===== src/rtl/pipeline_wb.sv =====
// ============================================================================
// Module      : pipeline_wb
// Description : Write-back stage merging MEM loads and ALU results onto the
//               single register-file write port, with an in-order ALU FIFO.
// Revision    : 1.0 - initial release
// ============================================================================
`default_nettype none

module pipeline_wb #(
    parameter int DEPTH = 4
) (
    input  logic                       clk,
    input  logic                       rst,
    input  logic                       alu_valid,
    output logic                       alu_ready,
    input  logic [4:0]                 alu_rd,
    input  logic [31:0]                alu_data,
    input  logic                       mem_valid,
    input  logic [4:0]                 mem_rd,
    input  logic [31:0]                mem_data,
    output logic [4:0]                 reg_write,
    output logic [31:0]                data_write,
    output logic [$clog2(DEPTH+1)-1:0] pending_count,
    output logic                       wb_idle
);

    localparam int AW = $clog2(DEPTH);
    localparam int CW = $clog2(DEPTH + 1);
    localparam logic [CW-1:0] c_full_count = CW'(DEPTH);

    logic [4:0]    r_rd   [DEPTH];
    logic [31:0]   r_data [DEPTH];
    logic [AW-1:0] r_head;
    logic [AW-1:0] r_tail;
    logic [CW-1:0] r_count;
    logic [4:0]    r_reg_write;
    logic [31:0]   r_data_write;

    logic w_empty;
    logic w_alu_acc;
    logic w_alu_live;
    logic w_mem_take;
    logic w_pop;
    logic w_bypass;
    logic w_push;
    logic [4:0] w_push_rd;

    assign w_empty    = (r_count == '0);
    assign alu_ready  = rst & (r_count != c_full_count);
    assign w_alu_acc  = alu_valid & alu_ready;
    assign w_alu_live = w_alu_acc & (alu_rd != 5'd0);
    assign w_mem_take = rst & mem_valid & (mem_rd != 5'd0);

    // Priority: MEM, then FIFO head, then ALU bypass (only with FIFO empty).
    assign w_pop      = rst & ~w_mem_take & ~w_empty;
    assign w_bypass   = ~w_mem_take & w_empty & w_alu_live;
    assign w_push     = w_alu_live & ~w_bypass;

    // A load to the same rd is younger, so the queued ALU write must not land.
    assign w_push_rd  = (w_mem_take && (alu_rd == mem_rd)) ? 5'd0 : alu_rd;

    always_ff @(posedge clk) begin
        for (int i = 0; i < DEPTH; i++) begin
            if (w_mem_take && (r_rd[i] == mem_rd)) begin
                r_rd[i] <= 5'd0;
            end
        end
        if (w_push) begin
            r_rd[r_tail]   <= w_push_rd;
            r_data[r_tail] <= alu_data;
        end
    end

    always_ff @(posedge clk) begin
        if (!rst) begin
            r_head  <= '0;
            r_tail  <= '0;
            r_count <= '0;
        end else begin
            if (w_pop) begin
                r_head <= r_head + AW'(1);
            end
            if (w_push) begin
                r_tail <= r_tail + AW'(1);
            end
            case ({w_push, w_pop})
                2'b10:   r_count <= r_count + CW'(1);
                2'b01:   r_count <= r_count - CW'(1);
                default: r_count <= r_count;
            endcase
        end
    end

    always_ff @(posedge clk) begin
        if (!rst) begin
            r_reg_write  <= 5'd0;
            r_data_write <= 32'd0;
        end else if (w_mem_take) begin
            r_reg_write  <= mem_rd;
            r_data_write <= mem_data;
        end else if (w_pop) begin
            r_reg_write  <= r_rd[r_head];
            r_data_write <= r_data[r_head];
        end else if (w_bypass) begin
            r_reg_write  <= alu_rd;
            r_data_write <= alu_data;
        end else begin
            r_reg_write  <= 5'd0;
        end
    end

    assign reg_write     = r_reg_write;
    assign data_write    = r_data_write;
    assign pending_count = r_count;
    assign wb_idle       = w_empty & (r_reg_write == 5'd0);

endmodule

`default_nettype wire


===== config.mk =====
export PLATFORM = sky130hd
export DESIGN_NAME = pipeline_wb
export DESIGN_NICKNAME = d
export VERILOG_FILES = /design/src/rtl/pipeline_wb.sv
export SDC_FILE = /design/constraint.sdc
export NUM_CORES = 1
export LEC_CHECK = 0
export CORE_ASPECT_RATIO = 1.4
export CORE_MARGIN = 3
export CORE_UTILIZATION = 25
export CTS_CLUSTER_DIAMETER = 120
export CTS_CLUSTER_SIZE = 40
export DETAILED_ROUTE_END_ITERATION = 8
export PLACE_DENSITY = 0.44
export SETUP_SLACK_MARGIN = 0.1
export SLEW_MARGIN = 20
export SYNTH_ARGS = -nofsm -noshare
export SYNTH_HDL_FRONTEND = slang
export SYNTH_SLANG_ARGS = --single-unit

===== constraint.sdc =====
create_clock -name clk -period 7 [get_ports clk]
set_clock_uncertainty 0.05 [all_clocks]
set_input_delay 1.75 -clock clk [delete_from_list [all_inputs] [get_ports clk]]
set_output_delay 1.75 -clock clk [all_outputs]
set_load 0.005 [all_outputs]

==> results of run 1 <==
## final timing paths
check	start	to	slack [ns]	depth (start not counted)
worst min register to register	data_write[4]	data_write[4]	0.42	1
worst max register to register	pending_count[2]	pending_count[2]	3.93	10
worst max-delay path	rst	alu_ready	1.43	4
worst min-delay path	data_write[4]	data_write[4]	0.42	1
## routing by layer
metal,vias up,wire length (um),global-route usage (%)
met5,-,35,0
met4,6,125,3.749
met3,12,878,3.450
met2,113,12240,23.19
met1,2649,8855,13.97
li1,2440,-,-
## metrics by stage
stage                     cells  total power, W  setup WS, ns  hold slack [ns]  util, %
after floorplan             596        0.001562         2.644           0.3989        -
after CTS                  1146        0.002699         1.440           0.4218    32.24
after detailed placement   1114        0.001764         1.448           0.4044    30.50
final                      1146        0.002651         1.427           0.4165    32.24
after global placement     1114        0.001758         1.459           0.3972    30.49
after global routing       1146        0.002779         1.309           0.4295    32.24
## layout by cell type, fill, tap and decap left out, types with 8 or more instances in the layout
cell and count:
mux4_2 37, nor2_1 12, clkdlybuf4s50_1 119, clkbuf_16 17, nand3_1 37, dfxtp_1 44, nor3_1 27, a32o_1 36
xor2_1 24, nand2_1 93, a21oi_1 8, or2_2 31, edfxtp_1 148
## final cells by class
cell class                 instances  area (um^2)
sequential                       194         5373
inverter                           8        30.03
clock inverter                    14        128.9
fill                            3262        22150
tap                              440        550.5
clock buffer                      18        439.2
timing repair buffer             123         1221
multi-input combinational        349         2798
## worst reg2reg max path: stages (launching register included)
cell	delay, ns
dfxtp_1	0.50
nor3b_1	0.34
a211o_1	0.26
a21oi_2	0.11
inv_2	0.37
ha_1	0.27
inv_1	0.07
fa_1	0.39
xor2_1	0.17
or3_1	0.32
a21oi_1	0.14
## kinds of logic after synthesis
family                     Yosys count  synth area share [%]
and+or+nand+nor                    214                 12.00
DFF                                194                 64.01
AOI/OAI and AO/OA                   62                 6.658
buffers and inverters               53                 3.224
muxes                               40                 10.30
xor gates and xnor gates            27                 2.821
adders and majority gates            6                0.9852
## sequential cells by signal, indices dropped and copies added (netlist names), named ones only
register and flops:
data_write 32, r_rd 20, r_head 2, r_data 128
reg_write 5, pending_count 3, r_tail 2
## power by group through the flow
stage / Sequential (W) / Clock, W / Combinational [W]
2_1_floorplan: 0.00134 / 0 / 0.000224
3_3_place_gp: 0.00136 / 0 / 0.000395
3_5_place_dp: 0.00137 / 0 / 0.000398
4_1_cts: 0.00134 / 0.000959 / 0.000400
5_1_grt: 0.00135 / 0.00101 / 0.000427
6_report: 0.00134 / 0.000925 / 0.000390
==> qor.yml, run 1 <==
cts_buffer_depth: 2
first_global_vias: 5861
synth_async_sr_flop_share_pct: 0
slew-limit-headroom_pct: 28.69
synth_common_cells: "edfxtp_1, nand2_1, dfxtp_1, mux4_2, nand3_1"
pwr-share-comb_pct: 14.7
synth_cell_types: 41
tritoncts: "done"
remaining_drc_errors: 0
drive_gt1_share_pct: 17.00
hp-class: "reg2reg"
syn_nets: 680
syn_to_final_growth_pct: 25.75
track_usage_pct: 12.55
maxCapViolCount: 0
synth_area_leaders: "edfxtp_1, dfxtp_1, mux4_2, a32o_1, nand2_1"
path_max_fanout: 15
p_sw_w: 0.0006794
final-hold-violation-count: 0
final_nets: 777
clockPowerShare_pct: 34.9
antenna_found_initial: 3
cts_resized: 0
path_buf_inv: 3
p_leak_nw: 3.389
finalInstanceArea_mm2: 0.01054
synth_area_mm2: 0.008382
initial_utilization_pct: 25.64
post-cts-setup-buffer-count: 0
clkTransAtPathRegs_ns: 0.07
cts_buffers: 17
vias: 5220
synth_top_area_share_pct: 53.02
yosysTopAreaCell: "edfxtp_1"
crit_chain: "clkdlybuf4s50_1, clkinv_1, nor2_1, clkdlybuf4s50_1"
cp.arrival_ns: 3.77
cp-start-kind: "primary input"
yosysMostFrequentCell: "edfxtp_1"
grt_pass1_wl_mm: 34.18
yosys_register_bits: 194
finalSetupViolations: 0
fp-row-count: 78
htreeDepth: 4
fmax_ghz: 0.1794
wirelength_mm: 22.14
die_x_um: 160.8
crit_slowest_cell: "clkdlybuf4s50_1"
end_kind: "output port"
port_buffers: 119
synthFlopType: "edfxtp_1"
worst-setup-path-type: "in2out"
cts-root-buf: "clkbuf_16"
fin_crit_sh_pct: 79.61
clock_latency_ns: 0.43
ant_nets: 0
dieArea_mm2: 0.03579
worstMarginPinSlew_ns: 1.062
core_mm2: 0.03269
cts_hold_buf: 0
intPower_w: 0.001972
synth_edf_count: 148
critPathTopFamily: "buffers and inverters"
gp_congestion: 0.8449
initialDrtViolationCount: 320
slowest_delay_ns: 0.86
min_period_ns: 5.573
avgSynthCellArea_um2: 14.06
critPathRequiredTime_ns: 5.20
dpl_cell_area_mm2: 0.009972
p_seq_share_pct: 50.4
wire_per_inst_um: 19.32
setup-tns-final_ns: 0
critPathMostFrequentCell: "clkdlybuf4s50_1"
io_pins: 120
status: "finished, final reports clean"
syn_inst: 596
clock-sinks: 194
swShare_pct: 25.63
ir_worst_vdd_mv: 0.1226
rsz0062_at_grt: "false"
dr.pass1.iters: 5
grt_max_degree: 67
yosys_warnings: 0
powerDensity_mw_per_mm2: 251.5
num_antenna_cells: 0
seq_area_frac_synth_pct: 64.01
chipHeight_um: 222.7
drv_slew: 0
grt-ovfl-total: 0
avgViaCountPerCell: 4.555
dpl.hpwl_mm: 13.90
Note: power is estimated with default switching activity, not from simulation.
==> run 2: changes to the inputs <==
- PLACE_DENSITY: 0.44 -> 0.45
- clock period: 7 -> 4.86 ns (I/O delays scaled with it)
==> run 2 against run 1 <==
  * Critical path depth grew 7
  * Hold slack gained 0.00076 ns
  * Combinational power grew 45%
  * Sequential share of layout area shrank 0.65 points
==> qor.yml, run 2 (synthesis gave the netlist of run 1 again) <==
cp.arrival_ns: 4.27  # +0.50 ns
powerDensity_mw_per_mm2: 372.4  # +48%
layout_common_cells: "edfxtp_1, clkdlybuf4s50_1, nand2_1"
pwr-share-comb_pct: 14.3  # -0.4 points
dieArea_mm2: 0.03579  # unchanged
p_leak_nw: 3.480  # +2.7%
post-route-util_pct: 32.64  # +0.40 points
core_mm2: 0.03269  # unchanged
status: "finished, final reports clean"
remaining_drc_errors: 0  # unchanged
critPathRequiredTime_ns: 5.16  # -0.04 ns
hp-class: "reg2reg"
critPathMostFrequentCell: "nor2_1"
setup-tns-final_ns: 0  # unchanged
htreeDepth: 4  # unchanged
avgViaCountPerCell: 4.625  # +1.5%
vias: 5337  # +2.2%
first_global_vias: 5709  # -2.6%
clock_latency_ns: 0.43  # about the same
grt-ovfl-total: 0  # unchanged
fp-row-count: 78  # unchanged
port_buffers: 119  # unchanged
slew-limit-headroom_pct: 35.46  # +6.8 points
initialDrtViolationCount: 393  # +23%
cts-root-buf: "clkbuf_16"
cts_resized: 0  # unchanged
num_antenna_cells: 0  # unchanged
p_sw_w: 0.0009361  # +38%
tritoncts: "done"
syn_to_final_growth_pct: 27.32
wirelength_mm: 21.75  # -1.8%
worst-setup-path-type: "in2reg"
drive_gt1_share_pct: 17.65  # +0.65 points
post-cts-setup-buffer-count: 0  # unchanged
top_register: "r_data"
swShare_pct: 23.55  # -2.1 points
total_power_w: 0.003974  # +50%
clockPowerShare_pct: 37.4  # +2.5 points
slowest_delay_ns: 0.61  # -0.25 ns
cts_hold_buf: 0  # unchanged
track_usage_pct: 12.19  # -0.36 points
detailedPlace.worstSlack_ns: 0.4871  # -0.9610 ns
clkTransAtPathRegs_ns: 0.07  # about the same
end_kind: "flop"
dr.pass1.iters: 6  # +1
setup_slack_ns: 0.8920  # -0.5354 ns
largest_reg_flops: 128  # unchanged
cts_buffers: 17  # unchanged
drv_slew: 0  # unchanged
rrSetupSlack_ns: 2.24  # -1.69 ns
die_x_um: 160.8  # unchanged
gp_congestion: 0.8093  # -4.2%
clock-sinks: 194  # unchanged
io_pins: 120  # unchanged
grt_pass1_wl_mm: 33.62  # -1.6%
worstMarginPinSlew_ns: 0.9681  # -0.09361 ns
final_nets: 785  # +1.0%
crit_slowest_cell: "clkdlybuf4s50_1"
final_common_cell: "edfxtp_1"
cts_buffer_depth: 2  # unchanged
grt_max_degree: 66  # -1.5%
antenna_found_initial: 2  # -1
cp-start-kind: "primary input"
wire_per_inst_um: 18.84  # -2.5%
path_buf_inv: 2  # -1
ir_worst_vdd_mv: 0.1774  # +45%
crit_chain: "clkdlybuf4s50_1, or3_4, o31ai_4, nor2_1, nor2_1, ha_1, inv_1, fa_1, xor2_1, or3_1, a21oi_1"
maxCapViolCount: 0  # unchanged
intPower_w: 0.003038  # +54%
min_period_ns: 3.968
dpl.hpwl_mm: 14.13  # +1.7%
rsz0062_at_grt: "false"
critPathTopFamily: "simple AND/OR/NAND/NOR gates"
initial_utilization_pct: 25.64  # unchanged
finalSetupViolations: 0  # unchanged
final-hold-violation-count: 0  # unchanged
path_max_fanout: 7  # -8
chipHeight_um: 222.7  # unchanged
fin_crit_sh_pct: 81.65
fmax_ghz: 0.2520
p_seq_share_pct: 48.4  # -2.0 points
ant_nets: 0  # unchanged
## run 2: changes by cell type in the layout (fill, tap and decap cells not counted), sizes merged
cell and delta:
clkinv -2, buf +8, clkinvlp -4, bufinv +3, clkbuf +3
## run 2: area by class of cell
type	instances	area (um^2)
Clock inverter	11	147.6
Clock buffer	21	483.0
Tap cell	440	550.5
Sequential cell	194	5370
Timing Repair Buffer	131	1301
Inverter	8	30.03
Multi-Input combinational cell	349	2789
Fill cell	3211	22020
## run 2: metal layers
| metal | part of all wire, % | GRT usage, % |
|---|---|---|
| met1 | 40 | 14.02 |
| met5 | 0.12 | 0 |
| met3 | 4.4 | 3.077 |
| met4 | 1.4 | 3.249 |
| met2 | 54 | 22.40 |
## run 2: final timing paths
check / from / end / cells after the start
worst max-delay path: mem_rd[2] / pending_count[2] / 11
worst max register to register: pending_count[0] / r_data[2][8] / 5
worst min register to register: data_write[25] / data_write[25] / 1
worst min-delay path: data_write[25] / data_write[25] / 1
## run 2: power by group through the flow
stage               combinational [W]  clock [W]  sequential (W)
floorplan                    0.000323          0         0.00193
global placement             0.000566          0         0.00196
detailed placement           0.000577          0         0.00196
CTS                          0.000580    0.00153         0.00193
global route                 0.000618    0.00159         0.00194
finish                       0.000567    0.00148         0.00192
## run 2: metrics by stage
stage	area, um^2	cells	hold WS [ns]
2_1_floorplan	8382	596	0.3989
3_3_place_gp	10010	1121	0.3977
3_5_place_dp	10040	1122	0.4049
4_1_cts	10670	1154	0.4216
5_1_grt	10670	1154	0.4268
6_report	10670	1154	0.4172
==> run 3: changes to the inputs <==
- PLACE_DENSITY: 0.45 -> 0.44
- clock period: 4.86 -> 3.9 ns (I/O delays scaled with it)
==> run 3 against run 2 <==
  * Via count is 0.37% lower
  * Count of clock-buffer cells in the layout is 3 lower
  * Critical endpoint unchanged
  * Highest routed layer is now met4
  * Sequential power is 25% higher
  * Register-to-register slack worse by 0.87 ns
==> qor.yml, run 3 (synthesis gave the netlist of run 1 again) <==
die_x_um: 160.8  # unchanged
final-hold-violation-count: 0  # unchanged
chipHeight_um: 222.7  # unchanged
cts_buffers: 17  # unchanged
post-cts-setup-buffer-count: 0  # unchanged
dr.pass1.iters: 4  # -2
worstMarginPinSlew_ns: 1.058  # +0.09024 ns
clock_latency_ns: 0.43  # about the same
wirelength_mm: 21.88  # +0.59%
cts_hold_buf: 0  # unchanged
ir_worst_vdd_mv: 0.2157  # +22%
status: "finished, final reports clean"
min_period_ns: 3.214
detailedPlace.worstSlack_ns: 0.2276  # -0.2596 ns
critPathRequiredTime_ns: 4.22  # -0.94 ns
critPathMostFrequentCell: "nor2_1"
io_pins: 120  # unchanged
initial_utilization_pct: 25.64  # unchanged
cts_resized: 0  # unchanged
path_buf_inv: 2  # unchanged
fp-row-count: 78  # unchanged
htreeDepth: 4  # unchanged
layout_common_cells: "edfxtp_1, clkdlybuf4s50_1, nand2_1"
drv_slew: 0  # unchanged
core_mm2: 0.03269  # unchanged
end_kind: "flop"
finalSetupViolations: 0  # unchanged
cp.depth: 11  # unchanged
slowest_delay_ns: 0.44  # -0.17 ns
num_antenna_cells: 0  # unchanged
initialDrtViolationCount: 288  # -27%
fmax_ghz: 0.3112
setup-tns-final_ns: 0  # unchanged
hold_path_depth: 1  # unchanged
gp_congestion: 0.7983  # -1.4%
top_register: "r_data"
avgViaCountPerCell: 4.556  # -1.5%
final_common_cell: "edfxtp_1"
clkTransAtPathRegs_ns: 0.08  # about the same
seqCellArea_mm2: 0.005370  # unchanged
rsz0062_at_grt: "false"
wire_per_inst_um: 18.75  # -0.53%
vias: 5317  # -0.37%
final_nets: 798  # +1.7%
ant_nets: 0  # unchanged
cp.arrival_ns: 3.54  # -0.73 ns
r2r_cells: 10  # +5
tritoncts: "done"
critPathTopFamily: "simple AND/OR/NAND/NOR gates"
worst-setup-path-type: "in2reg"
grt_pass1_wl_mm: 34.26  # +1.9%
hp-class: "reg2reg"
drive_gt1_share_pct: 19.26  # +1.6 points
crit_slowest_cell: "or3_4"
dpl.hpwl_mm: 14.36  # +1.6%
slew-limit-headroom_pct: 29.44  # -6.0 points
cp-start-kind: "primary input"
path_max_fanout: 5  # -2
track_usage_pct: 12.49  # +0.29 points
powerDensity_mw_per_mm2: 458.1  # +23%
fin_crit_sh_pct: 82.40
largest_reg_flops: 128  # unchanged
grt-ovfl-total: 0  # unchanged
port_buffers: 119  # unchanged
syn_to_final_growth_pct: 28.90
place_inst: 1135  # +1.2%
maxCapViolCount: 0  # unchanged
fill_cells: 3233  # +0.69%
p_leak_nw: 3.548  # +1.9%
grt_max_degree: 67  # +1.5%
dieArea_mm2: 0.03579  # unchanged
first_global_vias: 5920  # +3.7%
antenna_found_initial: 0  # -2
crit_chain: "clkdlybuf4s50_1, or3_4, o31ai_4, nor2_1, nor2_1, ha_1, inv_1, fa_1, xor2_1, or3_1, a21oi_1"
cts-root-buf: "clkbuf_16"
remaining_drc_errors: 0  # unchanged
setup_slack_ns: 0.6864  # -0.2056 ns
multiInputGateArea_mm2: 0.002798  # +0.31%
clock-sinks: 194  # unchanged
cts_buffer_depth: 2  # unchanged
instances_no_fill: 1167  # +1.1%
run 3: power breakdown:
group / total, W / internal (W) / leakage [nW] / switching [W]
Sequential: 0.00240 / 0.00231 / 1.74 / 0.0000836
Combinational: 0.000721 / 0.000392 / 1.51 / 0.000329
Clock: 0.00183 / 0.00104 / 0.301 / 0.000793
run 3: path summary, 6_finish.rpt:
check                    from                to  slack, ns
max reg2reg  pending_count[2]  pending_count[2]       1.37
min reg2reg    data_write[19]    data_write[19]       0.41
min            data_write[19]    data_write[19]       0.41
max                 mem_rd[2]  pending_count[2]       0.69
run 3: metrics by stage:
| step | total power [W] | utilization (%) | instance area [um^2] | hold slack (ns) |
|---|---|---|---|---|
| 4_1_cts | 0.005034 | 33.05 | 10800 | 0.4198 |
| 3_5_place_dp | 0.003187 | 31.17 | 10190 | 0.4034 |
| 2_1_floorplan | 0.002803 | - | 8382 | 0.3989 |
| 5_1_grt | 0.005176 | 33.05 | 10800 | 0.4429 |
| 3_3_place_gp | 0.003181 | 31.17 | 10190 | 0.3985 |
| 6_report | 0.004949 | 33.05 | 10800 | 0.4150 |
run 3: area by class of cell:
type / instances / area share (%)
sequential: 194 / 49.70
multi-input combinational: 349 / 25.89
timing repair buffer: 144 / 13.34
tap: 440 / 5.096
clock buffer: 18 / 4.065
clock inverter: 14 / 1.621
inverter: 8 / 0.2779
run 3: layer usage:
metal / GRT usage [%] / vias to the layer above / part of all wire [%]
li1: - / 2482 / -
met1: 14.38 / 2692 / 41
met2: 22.74 / 121 / 54
met3: 3.021 / 22 / 4.1
met4: 3.860 / 0 / 1.5
met5: 0 / - / 0
